File: src/rtl/tlb_maint_ctrl.sv
// TLB maintenance sequencer: TLBSRCH/TLBRD/TLBWR/TLBFILL/INVTLB onto the shared TLB entry array.
// Latency: accept->done 2 cycles for non-INVTLB ops, TLB_ENTRY_NUM+1 cycles for an INVTLB walk.
// Backpressure: req_ready only in IDLE; busy holds the pipeline until the DONE cycle has passed.

package tlb_maint_pkg;
    typedef struct packed {
        logic [18:0] vppn;
        logic [5:0]  ps;
        logic        g;
        logic [9:0]  asid;
        logic        e;
        logic [19:0] ppn0;
        logic [1:0]  plv0;
        logic [1:0]  mat0;
        logic        d0;
        logic        v0;
        logic [19:0] ppn1;
        logic [1:0]  plv1;
        logic [1:0]  mat1;
        logic        d1;
        logic        v1;
    } tlb_entry_t;
endpackage

module tlb_maint_ctrl
    import tlb_maint_pkg::*;
#(
    parameter int TLB_ENTRY_NUM = 16,
    localparam int IDX_W = $clog2(TLB_ENTRY_NUM)
) (
    input  logic             clk,
    input  logic             rst,
    input  logic             req_valid,
    output logic             req_ready,
    input  logic [2:0]       req_op,
    input  logic [4:0]       inv_op,
    input  logic [9:0]       inv_asid,
    input  logic [31:0]      inv_va,
    input  logic [IDX_W-1:0] csr_idx,
    input  tlb_entry_t       csr_entry,
    input  logic             srch_found,
    input  logic [IDX_W-1:0] srch_idx,
    input  tlb_entry_t       entrys [TLB_ENTRY_NUM],
    output logic             tlb_we,
    output logic [IDX_W-1:0] tlb_widx,
    output tlb_entry_t       tlb_wentry,
    output tlb_entry_t       rd_entry,
    output logic             res_found,
    output logic [IDX_W-1:0] res_idx,
    output logic             done,
    output logic             ine,
    output logic             busy
);

    localparam logic [IDX_W-1:0] LAST_IDX = IDX_W'(TLB_ENTRY_NUM - 1);

    typedef enum logic [1:0] {S_IDLE, S_EXEC, S_WALK, S_DONE} state_t;

    state_t           state_q, state_d;
    logic [2:0]       op_q;
    logic [4:0]       inv_op_q;
    logic [9:0]       inv_asid_q;
    logic [18:0]      inv_vppn_q;
    logic [IDX_W-1:0] csr_idx_q;
    tlb_entry_t       csr_entry_q;
    logic [IDX_W-1:0] walk_cnt_q, walk_cnt_d;
    logic [IDX_W-1:0] fill_cnt_q;
    logic             tlb_we_q, tlb_we_d;
    logic [IDX_W-1:0] tlb_widx_q, tlb_widx_d;
    tlb_entry_t       tlb_wentry_q, tlb_wentry_d;
    tlb_entry_t       rd_entry_q, rd_entry_d;
    logic             res_found_q, res_found_d;
    logic [IDX_W-1:0] res_idx_q, res_idx_d;
    logic             done_q, done_d;
    logic             ine_q, ine_d;
    logic             accept;
    tlb_entry_t       walk_ent;
    logic             va_match;
    logic             asid_match;
    logic             inv_hit;
    logic             unused_va_low;

    // Page offset bits never take part in an INVTLB VA compare.
    assign unused_va_low = ^inv_va[12:0];

    assign req_ready = (state_q == S_IDLE);
    assign busy      = ~req_ready;
    assign accept    = req_valid & req_ready;

    assign tlb_we     = tlb_we_q;
    assign tlb_widx   = tlb_widx_q;
    assign tlb_wentry = tlb_wentry_q;
    assign rd_entry   = rd_entry_q;
    assign res_found  = res_found_q;
    assign res_idx    = res_idx_q;
    assign done       = done_q;
    assign ine        = ine_q;

    // INVTLB match for the entry under the walk pointer; the compare width follows that entry's page size.
    always_comb begin
        walk_ent   = entrys[walk_cnt_q];
        asid_match = (walk_ent.asid == inv_asid_q);
        if (walk_ent.ps == 6'd21) begin
            va_match = (walk_ent.vppn[18:9] == inv_vppn_q[18:9]);
        end else begin
            va_match = (walk_ent.vppn == inv_vppn_q);
        end
        case (inv_op_q)
            5'd0, 5'd1: inv_hit = 1'b1;
            5'd2:       inv_hit = walk_ent.g;
            5'd3:       inv_hit = ~walk_ent.g;
            5'd4:       inv_hit = ~walk_ent.g & asid_match;
            5'd5:       inv_hit = ~walk_ent.g & asid_match & va_match;
            5'd6:       inv_hit = (walk_ent.g | asid_match) & va_match;
            default:    inv_hit = 1'b0;
        endcase
    end

    // Next state and next values of the registered outputs; write/done/ine are pulses computed one cycle ahead.
    always_comb begin
        state_d      = state_q;
        walk_cnt_d   = walk_cnt_q;
        tlb_we_d     = 1'b0;
        tlb_widx_d   = tlb_widx_q;
        tlb_wentry_d = tlb_wentry_q;
        rd_entry_d   = rd_entry_q;
        res_found_d  = res_found_q;
        res_idx_d    = res_idx_q;
        done_d       = 1'b0;
        ine_d        = 1'b0;
        case (state_q)
            S_IDLE: begin
                if (req_valid) begin
                    state_d = ((req_op == 3'd4) && (inv_op <= 5'd6)) ? S_WALK : S_EXEC;
                end
            end
            S_EXEC: begin
                state_d = S_DONE;
                done_d  = 1'b1;
                case (op_q)
                    3'd0: begin
                        res_found_d = srch_found;
                        if (srch_found) begin
                            res_idx_d = srch_idx;
                        end
                    end
                    3'd1: begin
                        rd_entry_d  = entrys[csr_idx_q];
                        res_found_d = entrys[csr_idx_q].e;
                    end
                    3'd2: begin
                        tlb_we_d     = 1'b1;
                        tlb_widx_d   = csr_idx_q;
                        tlb_wentry_d = csr_entry_q;
                    end
                    3'd3: begin
                        tlb_we_d     = 1'b1;
                        tlb_widx_d   = fill_cnt_q;
                        tlb_wentry_d = csr_entry_q;
                    end
                    default: ine_d = 1'b1;
                endcase
            end
            S_WALK: begin
                if (inv_hit) begin
                    tlb_we_d       = 1'b1;
                    tlb_widx_d     = walk_cnt_q;
                    tlb_wentry_d   = walk_ent;
                    tlb_wentry_d.e = 1'b0;
                end
                if (walk_cnt_q == LAST_IDX) begin
                    walk_cnt_d = '0;
                    state_d    = S_DONE;
                    done_d     = 1'b1;
                end else begin
                    walk_cnt_d = walk_cnt_q + 1'b1;
                end
            end
            S_DONE:  state_d = S_IDLE;
            default: state_d = S_IDLE;
        endcase
    end

    // State, walk pointer and registered outputs.
    always_ff @(posedge clk or posedge rst) begin
        if (rst) begin
            state_q      <= S_IDLE;
            walk_cnt_q   <= '0;
            tlb_we_q     <= 1'b0;
            tlb_widx_q   <= '0;
            tlb_wentry_q <= '0;
            rd_entry_q   <= '0;
            res_found_q  <= 1'b0;
            res_idx_q    <= '0;
            done_q       <= 1'b0;
            ine_q        <= 1'b0;
        end else begin
            state_q      <= state_d;
            walk_cnt_q   <= walk_cnt_d;
            tlb_we_q     <= tlb_we_d;
            tlb_widx_q   <= tlb_widx_d;
            tlb_wentry_q <= tlb_wentry_d;
            rd_entry_q   <= rd_entry_d;
            res_found_q  <= res_found_d;
            res_idx_q    <= res_idx_d;
            done_q       <= done_d;
            ine_q        <= ine_d;
        end
    end

    // Request fields are captured only on accept so the MEM stage may move on afterwards.
    always_ff @(posedge clk or posedge rst) begin
        if (rst) begin
            op_q        <= '0;
            inv_op_q    <= '0;
            inv_asid_q  <= '0;
            inv_vppn_q  <= '0;
            csr_idx_q   <= '0;
            csr_entry_q <= '0;
        end else if (accept) begin
            op_q        <= req_op;
            inv_op_q    <= inv_op;
            inv_asid_q  <= inv_asid;
            inv_vppn_q  <= inv_va[31:13];
            csr_idx_q   <= csr_idx;
            csr_entry_q <= csr_entry;
        end
    end

    // TLBFILL victim pointer: free-running round robin, independent of pipeline activity.
    always_ff @(posedge clk or posedge rst) begin
        if (rst) begin
            fill_cnt_q <= '0;
        end else begin
            fill_cnt_q <= (fill_cnt_q == LAST_IDX) ? '0 : fill_cnt_q + 1'b1;
        end
    end

endmodule
File: config.mk
export PLATFORM = sky130hd
export DESIGN_NAME = tlb_maint_ctrl
export DESIGN_NICKNAME = d
export VERILOG_FILES = /design/src/rtl/tlb_maint_ctrl.sv
export SDC_FILE = /design/constraint.sdc
export NUM_CORES = 2
export LEC_CHECK = 0
export ABC_AREA = 1
export CORE_AREA = 2 2 687 689
export CTS_BUF_LIST = sky130_fd_sc_hd__clkbuf_2 sky130_fd_sc_hd__clkbuf_4 sky130_fd_sc_hd__clkbuf_8
export CTS_CLUSTER_DIAMETER = 60
export CTS_CLUSTER_SIZE = 8
export DETAILED_ROUTE_END_ITERATION = 10
export DIE_AREA = 0 0 689 691
export GPL_TIMING_DRIVEN = 0
export PLACE_DENSITY = 0.31
export SETUP_SLACK_MARGIN = 0.2
export SYNTH_ARGS = -nofsm -noshare
export SYNTH_HDL_FRONTEND = slang
export SYNTH_SLANG_ARGS = --single-unit
File: constraint.sdc
create_clock -name clk -period 18.7 [get_ports clk]
set_input_delay 5.61 -clock clk [delete_from_list [all_inputs] [get_ports clk]]
set_output_delay 5.61 -clock clk [all_outputs]
set_load 0.01 [all_outputs]
# ---- Word level (Yosys, flattened, before mapping)
# Index checks and enable logic that the tools add are counted.
dict set report totals {
  ff_bits 330
  in_bits 1575
  output_inout_bits 192
}
dict set report classes {
  add_sub_neg 2
  n_lt_le_gt_ge 3
  n_eq_ne 24
  muxes 28
  bitwise 9
  reduce_logical 15
}
# op count
set op_table {}
lappend op_table {{$bmux 89 s4} 2}
lappend op_table {{$mux 89} 6}
lappend op_table {{$pmux 89 s2} 1}
lappend op_table {{$eq 10x10->1} 2}
lappend op_table {{$eq 19x19->1} 1}
lappend op_table {{$pmux 4 s2} 2}
lappend op_table {{$eq 5x3->1 const B} 3}
lappend op_table {{$mux 4} 3}
lappend op_table {{$eq 5x2->1 const B} 2}
lappend op_table {{$ge 5x5->1 const B} 2}
lappend op_table {{$not 4->5} 2}
lappend op_table {{$reduce_and 3->1} 3}
lappend op_table {{$add 4x1->4 const B} 2}
lappend op_table {{$eq 4x4->1 const B} 2}
lappend op_table {{$ne 2x2->1 const B} 4}
lappend op_table {{$pmux 2 s4} 1}
lappend op_table {{$eq 3x2->1 const B} 2}
lappend op_table {{$eq 6x5->1 const B} 1}
lappend op_table {{$mux 1} 6}
lappend op_table {{$mux 2} 3}
lappend op_table {{$pmux 1 s2} 3}
lappend op_table {{$pmux 1 s6} 1}
lappend op_table {{$reduce_and 2->1} 3}
lappend op_table {{$eq 5x1->1 const B} 1}
lappend op_table {{16 further kinds} 23}

# ---- Longest topological paths before layout
dict set report depth {
  depth_word 10
  mapped_depth 23
  mapped_depth_nobuf 19
}

# ---- Least setup slack after synthesis
# Ideal clock, no wire load.
dict set report synth_path {
  path_type {input to register}
  from {in entrys[60] (netlist bit)}
  to {reg tlb_wentry_q, in the netlist tlb_wentry[0]}
  setup_time_ps 117
  arrival_time_ps 7101
  setup_slack_ps 11483
  cell_stages 19
  n_path_buf 2
  cell_sequence {or2_0 -> nand2_1 -> nand3_1 -> nand3_1 -> nand2_1 -> nand2_1 -> nand2_1 -> inv_2 -> nand3_1 -> nor2_1 -> nand2_1 -> nand2_1 -> nand3_1 -> nand3_2 -> nand2_1 -> buf_6 -> buf_6 -> nand2_1 -> nand2_1}
}
dict set report synth_via {
  elab_chain_cells 9
  word_cells_on_any_way 11
}
# item line_no
set synth_rtl {}
lappend synth_rtl {{from (decl)} 43} ;# input tlb_entry_t entrys [TLB_ENTRY_NUM],
lappend synth_rtl {{$bmux 89 s4 (*)} 101} ;# walk_ent = entrys[walk_cnt_q];
lappend synth_rtl {{$mux 89 (implied by the code) (*) (2 in a row)} 101}
lappend synth_rtl {{$eq 10x10->1 (*)} 102} ;# asid_match = (walk_ent.asid == inv_asid_q);
lappend synth_rtl {{$or 1x1->1 or $and 1x1->1 (tied branches)} {114, 112, 113}}
lappend synth_rtl {{$and 1x1->1 (on tied branches)} {114, 113}}
lappend synth_rtl {{$pmux 1 s6 (*)} 108} ;# case (inv_op_q)
lappend synth_rtl {{$ne 2x2->1 (no line) (*)} -}
lappend synth_rtl {{$reduce_and 3->1 (no line) (*)} -}
lappend synth_rtl {{to (signal assigned)} 202} ;# tlb_wentry_q <= tlb_wentry_d;
lappend synth_rtl {{to (decl)} 70} ;# tlb_entry_t tlb_wentry_q, tlb_wentry_d;
# Mark *: on every way between the ends. The rest lies on a longest branch, timed or not. The select of a mux whose other input is x is not followed.
# A chain may end at the register's enable or synchronous reset.

# ---- Worst setup path after layout
dict set report layout_path {
  from {in entrys[861] (netlist bit)}
  to {reg tlb_wentry_q, in the netlist tlb_wentry[50]}
}
# Same word-level chain as after synthesis.

==> flow_metrics.env <==
export IMPL_status="finished with violations"
export IMPL_violations="max-capacitance violations, max-slew violations"
export IMPL_finalInstanceArea_mm2=0.0681
export IMPL_worstReg2RegStart="csr_idx_q[0]$_DFFE_PP0P_"
export IMPL_synth_edf_count=0
export IMPL_fin_util_pct=14.5
export IMPL_grt_pass1_wl_um=972000
export IMPL_relSlewSlack_pct=-13.1
export IMPL_cts_htree_levels=3
export IMPL_antenna_left=0
export IMPL_ys_seq_area_share_pct=21.4
export IMPL_worst_pin_slew_ns=1.70
export IMPL_drcViolationCount=0
export IMPL_yosys_warnings=0
export IMPL_rrSetupSlack_ns=11.86
export IMPL_initial_utilization_pct=8.24
export IMPL_report_final_slew_viol_count=256
export IMPL_fmax_mhz=110
export IMPL_synth_cell_type_count=33
export IMPL_place_gp_congestion=1.03
export IMPL_track_usage_pct=33.4
export IMPL_cts_resized=0
export IMPL_vias_per_cell=4.70
export IMPL_hold_worst_slack_ns=0.477
export IMPL_synth_largest_area_cell="dfrtp_1"
export IMPL_synth_area_top_cells="dfrtp_1, o21ai_0, nor2_1, nand2_1, nand3_1"
export IMPL_netlist_area_mm2=0.0387
export IMPL_setup_viol=0
export IMPL_synth_common_cells="nor2_1, o21ai_0, nand2_1, nand3_1, clkbuf_1"
export IMPL_synthFlopType="dfrtp_1"
export IMPL_synth_top_area_share_pct=21.4
export IMPL_syn_to_final_growth_pct=76.1
export IMPL_cts_tree="yes"
export IMPL_layout_drive_gt1_share_pct=5.69
export IMPL_synthCells=6747
export IMPL_irDropWorstVdd_v=0.0000977
export IMPL_required_ns=19.64
export IMPL_num_vias=72300
export IMPL_antenna_found_initial=1051
export IMPL_grt_max_degree=100
export IMPL_min_path_cells=2
export IMPL_power_density_mw_per_mm2=222
export IMPL_cts_setup_buffers=0
export IMPL_drt_iter0_drc=10600
export IMPL_cts_hold_buf=0
export IMPL_insertion_delay_ns=1.07
export IMPL_hold_viol_final=0
export IMPL_routed_wl_um=832000
export IMPL_arrival_ns=10.04
export IMPL_layout_worst_path_cycle_share_pct=48.7
export IMPL_maxCapViolCount=25
export IMPL_async_flop_share_pct=100
export IMPL_die_area_mm2=0.476
export IMPL_min_to="tlb_wentry[59]$_DFFE_PP0P_"
export IMPL_port_buffers=1753
export IMPL_yosys_register_bits=330
export IMPL_crit_path_end_kind="flip-flop"
export IMPL_dpl_cell_area_mm2=0.0649
export IMPL_pre_cts_ws_ns=8.85
export IMPL_fin_ws_ns=9.60
export IMPL_fin_skew_ns=0.149
export IMPL_hold_class="reg -> reg"
export IMPL_reg2reg_to="rd_entry[4]$_DFFE_PP0P_"
export IMPL_root_buffer="clkbuf_8"
export IMPL_rows=252
export IMPL_period_minus_slack_ns=9.10
export IMPL_cts_num_sinks=330
export IMPL_ios=1767
export IMPL_r2r_cells=9
export IMPL_core_mm2=0.469
export IMPL_synth_area_per_cell_um2=5.73
export IMPL_synth_most_common_cell="nor2_1"
export IMPL_clk_pin_slew_worst_paths_ns=0.08
export IMPL_instances_no_fill=15400
export IMPL_fin_nets=10200
export IMPL_clock_tree_buffer_depth=4
export IMPL_grt_setup_unrepaired="no"
export IMPL_synth_fp_nets=8328
export IMPL_grt_pass1_vias=64300
export IMPL_hp_start="tlb_wentry[59]$_DFFE_PP0P_"
export IMPL_p_leak_nw=24.7
export IMPL_numCtsBuffers=91
export IMPL_post_dp_hpwl_um=710000
export IMPL_critPathLaunchType="input pin"
export IMPL_die_y_um=691
export IMPL_grt_overflow_total=0
export IMPL_dpl_cell_count=14800
export IMPL_die_w_um=689
export IMPL_dr_pass1_iters=9
export IMPL_path_class="in -> reg"
export IMPL_wire_per_inst_um=54.1
export IMPL_critical_path_peak_fanout=10
-- where the power goes --
group	total, mW	leakage, nW	switching [mW]	internal [mW]
Combinational	12.6	20.0	9.90	2.72
Clock	1.19	1.03	0.549	0.640
Sequential	1.28	3.68	0.219	1.06
Total	15.1	24.7	10.7	4.42
-- state kept, by name, summed over array words and instances, names as in the netlist --
register / count
csr_entry_q: 89
rd_entry: 89
tlb_wentry: 89
inv_vppn_q: 19
inv_asid_q: 10
inv_op_q: 5
csr_idx_q: 4
fill_cnt_q: 4
res_idx: 4
tlb_widx: 4
walk_cnt_q: 4
op_q: 3
state_q: 2
done: 1
ine: 1
res_found: 1
tlb_we: 1
-- worst max path at each step --
| stage | from | end | slack [ns] | cells past startpoint |
|---|---|---|---|---|
| 2_1_floorplan | rst | csr_entry_q[0]$_DFFE_PP0P_ | 3.95 | 1 |
| 3_3_place_gp | rst | rd_entry[84]$_DFFE_PP0P_ | -5.19 | 2 |
| 3_5_place_dp | entrys[63] | tlb_wentry[50]$_DFFE_PP0P_ | 8.85 | 18 |
| 4_1_cts | entrys[63] | tlb_wentry[50]$_DFFE_PP0P_ | 9.96 | 18 |
| 5_1_grt | entrys[861] | tlb_wentry[50]$_DFFE_PP0P_ | 9.44 | 17 |
| 6_report | entrys[861] | tlb_wentry[50]$_DFFE_PP0P_ | 9.60 | 17 |
-- per-layer routing --
metal	share of wire, %	routed length (µm)	GRT usage, %	up-vias
met5	0.21	1770	0	-
met4	10	83100	29.5	270
met3	9.9	82200	11.9	2284
met2	46	384000	54.1	6387
met1	34	281000	34.0	35500
li1	-	-	-	27900
-- metrics by stage --
step	TNS, ns	power (mW)
after global routing	0	15.0
after detailed placement	0	13.4
after floorplan	0	5.51
after CTS	0	14.6
final	0	15.1
after global placement	-1630.84	13.2
-- placed cells by master (no fill, tap or decap), types with 11 or more instances in the layout --
master	synthesis	routed
a21oi_1	452	452
o211ai_1	158	158
nor2_1	1411	1410
buf_16	0	12
dfrtp_1	330	330
buf_8	0	11
nand2_1	785	785
clkinv_2	0	14
clkbuf_2	0	111
a2bb2oi_1	24	24
nand3_1	479	479
o22ai_1	150	150
a31oi_1	99	99
buf_4	24	27
clkbuf_8	0	106
a221oi_1	44	44
o21ai_0	1365	1342
clkbuf_1	478	367
o21ai_1	96	117
clkdlybuf4s50_1	0	1753
buf_1	63	48
o221ai_1	200	200
diode_2	0	449
buf_2	98	113
a211oi_1	60	60
buf_6	16	34
inv_1	372	371
mux2_2	14	14
clkbuf_4	0	12
-- critical path, cell delays in order --
cell,delay (ns)
clkdlybuf4s50_1,0.46
inv_1,0.12
o21ai_0,0.26
nand2_1,0.08
nand3_1,0.09
nand3_1,0.89
nand3_1,0.41
nand4_1,0.15
nor2_1,0.22
nand2_1,0.08
nand2_1,0.09
nand3_1,0.11
nand3_2,0.14
buf_4,0.36
buf_4,0.27
nand3_1,0.40
nand2_1,0.20
-- logic make-up (layout without fill, tap and decap cells) --
| group | Yosys count | count (layout) | share of synthesized area (%) |
|---|---|---|---|
| flip-flops | 330 | 330 | 21.4 |
| XOR/XNOR | 1 | 1 | 0.0227 |
| other | 0 | 449 | 0 |
| AND/OR/NAND/NOR | 2685 | 2685 | 27.7 |
| multiplexers | 14 | 14 | 0.408 |
| buffers and inverters | 1060 | 3017 | 11.2 |
| adder cells (fa/ha/maj) | 6 | 6 | 0.194 |
| AO/OA/AOI/OAI | 2651 | 2651 | 39.2 |
-- cell type report --
cell class | instances | area [µm²]
diodes | 449 | 1120
plain buffers | 679 | 3040
clock buffers | 118 | 1550
clock inverters | 37 | 419
fillers | 55100 | 401000
inverters | 381 | 1440
multi-input cells | 5357 | 26100
flip-flops and latches | 330 | 8260
well taps | 6223 | 7790
repair buffers | 1802 | 18400
Note: power is estimated with default switching activity, not from simulation.
